===== src/rtl/serial_adder.sv =====
// rtl/serial_adder.sv - digit-serial adder, D bits per cycle, LSB digit first.
// Optional subtract mode (op_sub port) enabled by defining SERIAL_ADDER_SUB_EN.
module serial_adder #(
  parameter int N = 8,
  parameter int D = 2
) (
  input  logic         clk,
  input  logic         rst,
  input  logic         start,
  input  logic [N-1:0] augend,
  input  logic [N-1:0] addend,
  input  logic         carry_in,
`ifdef SERIAL_ADDER_SUB_EN
  input  logic         op_sub,
`endif
  output logic         busy,
  output logic         done,
  output logic [N:0]   final_sum
);

  localparam int DIGITS = N / D;
  localparam int CW     = (DIGITS > 1) ? $clog2(DIGITS) : 1;

  typedef enum logic [1:0] {
    IDLE = 2'd0,
    RUN  = 2'd1,
    DONE = 2'd2
  } state_t;

  state_t        state_q;
  logic [N-1:0]  a_q;
  logic [N-1:0]  b_q;
  logic          carry_q;
  logic [CW-1:0] cnt_q;
  logic [N-1:0]  acc_q;
  logic [N:0]    final_sum_q;
  logic          busy_q;
  logic          done_q;

  logic [D-1:0]  a_dig;
  logic [D-1:0]  b_dig;
  logic [D:0]    dsum;
  logic [N-1:0]  acc_d;
  logic          last_dig;
  logic [N-1:0]  b_load;
  logic          c_load;

  // Subtraction folds into the add path: invert addend, force carry-in of 1.
`ifdef SERIAL_ADDER_SUB_EN
  assign b_load = op_sub ? ~addend : addend;
  assign c_load = op_sub ? 1'b1 : carry_in;
`else
  assign b_load = addend;
  assign c_load = carry_in;
`endif

  assign last_dig = (cnt_q == CW'(DIGITS - 1));

  always_comb begin
    int lsb;
    lsb   = int'(cnt_q) * D;
    a_dig = a_q[lsb +: D];
    b_dig = b_q[lsb +: D];
    dsum  = {1'b0, a_dig} + {1'b0, b_dig} + {{D{1'b0}}, carry_q};
    acc_d = acc_q;
    acc_d[lsb +: D] = dsum[D-1:0];
  end

  always_ff @(posedge clk) begin
    if (rst) begin
      state_q     <= IDLE;
      a_q         <= '0;
      b_q         <= '0;
      carry_q     <= 1'b0;
      cnt_q       <= '0;
      acc_q       <= '0;
      final_sum_q <= '0;
      busy_q      <= 1'b0;
      done_q      <= 1'b0;
    end else begin
      case (state_q)
        IDLE, DONE: begin
          done_q <= 1'b0;
          if (start) begin
            a_q     <= augend;
            b_q     <= b_load;
            carry_q <= c_load;
            cnt_q   <= '0;
            acc_q   <= '0;
            busy_q  <= 1'b1;
            state_q <= RUN;
          end else begin
            busy_q  <= 1'b0;
            state_q <= IDLE;
          end
        end
        RUN: begin
          acc_q   <= acc_d;
          carry_q <= dsum[D];
          cnt_q   <= cnt_q + CW'(1);
          if (last_dig) begin
            final_sum_q <= {dsum[D], acc_d};
            busy_q      <= 1'b0;
            done_q      <= 1'b1;
            state_q     <= DONE;
          end
        end
        default: begin
          busy_q  <= 1'b0;
          done_q  <= 1'b0;
          state_q <= IDLE;
        end
      endcase
    end
  end

  assign busy      = busy_q;
  assign done      = done_q;
  assign final_sum = final_sum_q;

endmodule

===== config.mk =====
export PLATFORM = sky130hd
export DESIGN_NAME = serial_adder
export DESIGN_NICKNAME = d
export VERILOG_FILES = /design/src/rtl/serial_adder.sv
export SDC_FILE = /design/constraint.sdc
export NUM_CORES = 1
export LEC_CHECK = 0
export CORE_MARGIN = 2
export CORE_UTILIZATION = 52
export DETAILED_ROUTE_END_ITERATION = 8
export GPL_ROUTABILITY_DRIVEN = 0
export GPL_TIMING_DRIVEN = 0
export PLACE_DENSITY = 0.79
export SYNTH_ARGS = -nofsm -noshare
export SYNTH_HDL_FRONTEND = slang
export SYNTH_SLANG_ARGS = --single-unit

===== constraint.sdc =====
create_clock -name clk -period 2.7 [get_ports clk]
set_input_delay 0.81 -clock clk [delete_from_list [all_inputs] [get_ports clk]]
set_output_delay 0.81 -clock clk [all_outputs]
set_load 0.005 [all_outputs]

==> metrics.txt, run 1 <==
status=finished clean; Total Routing Usage GR=0.220; CP arrival=2.85 ns; number of CTS-inserted buffers=5; via count=1,462; diode count=0; total negative slack=0 ns; total power=1.14 mW; Top delay family on crit path=adder cells; clk_skew=0.00765 ns; synthesized area per cell=9.74 sq um; Core Rows=21; Slew @ Worst Pin=0.406 ns; Post-Synth Adder-Cell Area=0.0635; layout cell share with drive strength beyond 1=0.160; Max transition margin=0.728; worst path bufs/invs=1; drt first-iter violations=48; slowest cell on the critical path=fa_2; Starting Density=0.543; top-area cell type share of the netlist area=0.442; final instance area=0.00225 sq mm; predominant post-synthesis flop cell=dfxtp_1; Worst Hold Class=flop to flop; mapped cell area=0.00181 sq mm; drt drc=0; first-pass GRT wire length=6780 um; final setup vio count=0; Worst EP required=3.00 ns; largest net degree at the start of global routing=13; RSZ-0062 raised after global routing=no; number of synthesized register bits=40; largest family of logic cells by synthesized area=simple AND/OR/NAND/NOR gates; Filler Cells Inserted=298; mux share of post-synthesis cell area=0.0497; hold_ws=0.464 ns; Synth async-reset ratio=0; port bufs=30; Post-Synthesis Cells=186; DP HPWL=2940 um; Peak Freq=0.393 GHz; CTS root buf=clkbuf_4; area grow syn2layout=24.3%; antenna violations before repair=0; Leakage=0.852 nW; die footprint=0.00397 sq mm; final core utilization=0.675; post-route minimum period=2.55 ns; syn_nets=214; PwrDens=507 mW/mm^2; Max Cap Viol=0; Via density=5.39; Die Wd=63.0 um; Crit Path Category=flop to flop; maximum vdd drop=0.404 mV; top cells by count, synth=40 x dfxtp_1, 38 x nand2_1, 20 x a21oi_1, 11 x nor2_1, 9 x nor3_1; fin crit share=0.943; Simple-Gate Fraction of Synth Area=0.211; yosys warns=0; drt first pass iters=4; Boundary Pins=31; H-Tree Depth=2; register area share after synthesis=0.442; clock slew at reported path FFs=0.11 ns; die height=63.0 um; top-count cell post-synth=dfxtp_1; antenna viol nets, final=0; startpoint types=flop; CTS sink cnt=40; Post-Place Cell Area=0.00217 sq mm; Synth Area in XOR/XNOR=0; crit-path max cell delay=0.62 ns; post-synth top area cell=dfxtp_1; Final Max Tran Viols=0; final hold vios=0; Yosys cell types=28; CP dominant cell by count=fa_2; Compound-Gate Fraction of Synth Area=0.173; CP max FO=10; DR WL/cell=14.3 um; Post-Route WL=3880 um; Cell Chain, Critical Path=buf_8 -> mux4_2 -> fa_2 -> fa_2 -> nor3b_4 -> a22o_1; vias in the first global route=1,538; core area=0.00334 sq mm; final net count=252; Post-synth EDFFs=0; R2R Setup Slk=0.15 ns; clk_lat worst skew=0.35 ns; CTS tree=yes; grt total ovfl=0; ranking of synthesized cells by area=dfxtp_1 44%, nand2_1 7.9%, a21oi_1 5.5%, mux4_2 5.0%, ha_1 4.1%; Setup crit end kind=flop; Max Root-Sink Buffers=2
[worst register-to-register path: cells and delay by family (launching register included)]
| family | cells | cell delay [ns] |
|---|---|---|
| flops | 1 | 0.37 |
| mux | 1 | 0.53 |
| fa+ha+maj | 2 | 1.00 |
| simple gates | 1 | 0.29 |
| compound gates | 1 | 0.17 |
| buf+inv | 1 | 0.13 |
[registers in the layout, indices dropped and copies added, names as in the netlist]
register and cells:
acc_q 8, b_q 8, done 1, state_q 2, carry_q 1, final_sum 9
busy 1, cnt_q 2, a_q 8
[per-layer routing]
layer	share of wire	GRT usage	vias up	wire (um)
met3	0.048	0.0577	11	186
li1	-	-	737	-
met5	0	0	-	0
met1	0.40	0.242	676	1570
met4	0.029	0.106	0	113
met2	0.52	0.388	38	2010
[final timing paths]
path | start | endpoint | cells past startpoint
min reg2reg | a_q[7] | a_q[7] | 2
max | cnt_q[0] | acc_q[3] | 6
max reg2reg | cnt_q[0] | acc_q[3] | 6
min | a_q[7] | a_q[7] | 2
[cell type report]
class	instances	area (sq um)	area share
Multi-Input combinational cell	128	906	0.402
Sequential cell	40	805	0.357
Timing Repair Buffer	31	308	0.137
Buffer	12	91.3	0.0406
Tap cell	46	57.6	0.0256
Clock buffer	7	55.1	0.0244
Inverter	6	22.5	0.0100
Clock inverter	1	7.51	0.00333
[stage by stage]
stage               instances  setup slack (ns)
floorplan                 186             0.261
global placement          262            0.0104
detailed placement        262           -0.0153
CTS                       270           0.00747
global route              271            0.0299
finish                    271             0.155
[power by group]
| part | internal [mW] | switching [mW] |
|---|---|---|
| Combinational | 0.0977 | 0.0971 |
| Sequential | 0.612 | 0.0147 |
| Clock | 0.127 | 0.193 |
| Total | 0.837 | 0.304 |
[cells in the final DEF (no fill, tap or decap), types with 2 or more instances in the layout]
master,instances
buf_2,7
nand2_1,38
a211oi_2,4
nand2b_1,2
buf_6,3
a221oi_1,8
clkdlybuf4s50_1,30
nor2_1,11
ha_1,6
fa_2,2
a22o_1,8
buf_4,2
nor3b_4,2
dfxtp_1,39
mux4_2,4
nand3_1,2
inv_1,6
clkbuf_4,5
nor3_1,9
a21oi_1,20
nand3b_1,2
and4bb_1,2
[logic make-up after synthesis]
group / count (synthesis)
compound gates: 42
flops: 40
mux: 4
simple gates: 74
fa+ha+maj: 8
buf+inv: 18
[repair_timing]
action | in CTS | in global routing
pin swaps | 0 | 2
endpoints found under the setup margin | 4 | 6
hold buffers | 0 | 0
resized for setup | 1 | 4
setup buffers | 0 | 1
Note: power is estimated with default switching activity, not from simulation.
==> inputs of run 2 (changes only) <==
--- a/config.mk
+++ b/config.mk
@@ -8,4 +8,5 @@
 export CORE_MARGIN = 2
 export CORE_UTILIZATION = 52
+export CTS_CLUSTER_DIAMETER = 40
 export DETAILED_ROUTE_END_ITERATION = 8
 export GPL_ROUTABILITY_DRIVEN = 0
==> constraint.sdc (replaced) <==
create_clock -name clk -period 2.7 [get_ports clk]
set_input_delay 0.81 -clock clk [delete_from_list [all_inputs] [get_ports clk]]
set_output_delay 0.81 -clock clk [all_outputs]
set_load 0.1 [all_outputs]
==> run 2 against run 1 <==
Fmax is 3.9% lower. Sequential share of layout area is 0.16 points lower. Sequential cell count stayed put. Count of clock-buffer cells in the layout stayed put. Critical path depth is 5 lower. Register-to-register slack hardly changed. Cell count stayed put. Die area stayed put. Combinational power is 5% higher. Worst hold slack hardly changed. Clock power hardly changed. Critical path type is now flop to output pin.
==> metrics.txt, run 2 (same netlist as run 1, synthesis figures left out) <==
status=finished clean (unchanged); CTS sink cnt=40 (unchanged); most frequent cells in the layout=39 x dfxtp_1, 38 x nand2_1, 26 x clkdlybuf4s50_1 (was 39 x dfxtp_1, 38 x nand2_1, 30 x clkdlybuf4s50_1); Clock power frac=0.278 (was 0.280); clk_skew=0.00759 ns (was 0.00765 ns); clk_lat worst skew=0.35 ns (about the same); Die Wd=63.0 um (unchanged); Post-Route WL=3920 um (was 3880 um); register share of total power=0.544 (was 0.549); post-route minimum period=2.65 ns (was 2.55 ns); clock slew at reported path FFs=0.12 ns (was 0.11 ns); Crit Path Category=flop to output pin (was flop to flop); sw power=0.315 mW (was 0.304 mW); R2R Setup Slk=0.15 ns (about the same); CP arrival=1.84 ns (was 2.85 ns); PwrDens=509 mW/mm^2 (was 507 mW/mm^2); Max Cap Viol=0 (unchanged); maximum vdd drop=0.404 mV (about the same); Cell Chain, Critical Path=clkdlybuf4s50_1 (was buf_8 -> mux4_2 -> fa_2 -> fa_2 -> nor3b_4 -> a22o_1); Leakage=0.923 nW (was 0.852 nW); Via density=5.40 (was 5.39); hold_ws=0.464 ns (about the same); layout cell share with drive strength beyond 1=0.160 (unchanged); Worst EP required=1.89 ns (was 3.00 ns); Comb pwr share=0.178 (was 0.171); max reg flops=9 (unchanged); H-Tree Depth=2 (unchanged); die footprint=0.00397 sq mm (unchanged); Setup crit end kind=output pin (was flop); Top delay family on crit path=buffers and inverters (was adder cells); number of CTS-inserted buffers=5 (unchanged); startpoint types=flop (unchanged); antenna violations before repair=0 (unchanged); Post-CTS Hold Fix Bufs=0 (unchanged); Max Root-Sink Buffers=2 (unchanged); Core Rows=21 (unchanged); CP max FO=2 (was 10); core area=0.00334 sq mm (unchanged); slack of the critical path=0.0513 ns (was 0.155 ns); largest net degree at the start of global routing=13 (unchanged); RSZ-0062 raised after global routing=no (unchanged); worst path bufs/invs=1 (unchanged); Peak Freq=0.378 GHz (was 0.393 GHz); vias in the first global route=1,538 (unchanged); switch share=0.273 (was 0.267); antenna viol nets, final=0 (unchanged); final setup vio count=0 (unchanged); Starting Density=0.543 (unchanged); final hold vios=0 (unchanged); CTS root buf=clkbuf_4 (unchanged); drt first-iter violations=42 (was 48); drt drc=0 (unchanged); first-pass GRT wire length=6780 um (unchanged); Total Routing Usage GR=0.220 (unchanged); Boundary Pins=31 (unchanged); fin crit share=0.981 (was 0.943); DP Worst Slack=-0.0153 ns (unchanged); via count=1,464 (was 1,462); grt total ovfl=0 (unchanged); Max transition margin=0.345 (was 0.728); Worst Hold Class=flop to flop (unchanged); DR WL/cell=14.5 um (was 14.3 um); total negative slack=0 ns (unchanged); commonest non-fill, non-tap cell in the layout=dfxtp_1 (unchanged); crit-path max cell delay=1.14 ns (was 0.62 ns); total power=1.15 mW (was 1.14 mW); slowest cell on the critical path=clkdlybuf4s50_1 (was fa_2); CTS tree=yes (unchanged); area grow syn2layout=24.9% (was 24.3%); Pint=0.837 mW (about the same); DP HPWL=2940 um (unchanged); drt first pass iters=4 (unchanged); port bufs=30 (unchanged); die height=63.0 um (unchanged); Slew @ Worst Pin=0.980 ns (was 0.406 ns); Final Max Tran Viols=0 (unchanged); final net count=252 (unchanged); diode count=0 (unchanged)
[run 2: changes by cell type in the layout (fill, tap and decap cells not counted)]
cell             change
dlymetal6s2s_1       +4
clkdlybuf4s50_1      -4
[run 2: worst paths after layout]
| kind | start | endpoint | depth (start not counted) |
|---|---|---|---|
| setup / recovery | final_sum[8] | final_sum[8] | 1 |
| hold / removal | a_q[7] | a_q[7] | 2 |
| setup reg to reg | cnt_q[0] | acc_q[3] | 6 |
| hold reg to reg | a_q[7] | a_q[7] | 2 |
[run 2: power by group through the flow]
| stage | clock (mW) | combinational [mW] | sequential, mW |
|---|---|---|---|
| floorplan | 0 | 0.125 | 0.645 |
| global placement | 0 | 0.193 | 0.638 |
| detailed placement | 0 | 0.199 | 0.640 |
| CTS | 0.326 | 0.200 | 0.627 |
| global route | 0.364 | 0.223 | 0.630 |
| finish | 0.320 | 0.205 | 0.626 |
[run 2: cell type report]
type	instances	area (sq um)
plain buffers	12	91.3
flip-flops and latches	40	805
well taps	46	57.6
fillers	298	1070
repair buffers	31	318
clock inverters	1	7.51
multi-input cells	128	906
inverters	6	22.5
clock buffers	7	55.1
[run 2: stage by stage]
stage           util  cells  area (sq um)
2_1_floorplan      -    186          1810
3_3_place_gp   0.650    262          2170
3_5_place_dp   0.650    262          2170
4_1_cts        0.670    270          2230
5_1_grt        0.678    271          2260
6_report       0.678    271          2260
[run 2: metal layers]
| metal | routed length [um] | share of wire | GRT usage | vias up |
|---|---|---|---|---|
| met2 | 2040 | 0.52 | 0.388 | 35 |
| li1 | - | - | - | 738 |
| met5 | 0 | 0 | 0 | - |
| met4 | 113 | 0.029 | 0.106 | 0 |
| met1 | 1600 | 0.41 | 0.242 | 680 |
| met3 | 174 | 0.044 | 0.0577 | 11 |
[run 2: what timing repair did]
item / CTS / global route
buffers inserted: 0 / 1
pin swaps: 0 / 2
resized for setup: 1 / 8
setup endpoints to repair: 4 / 10
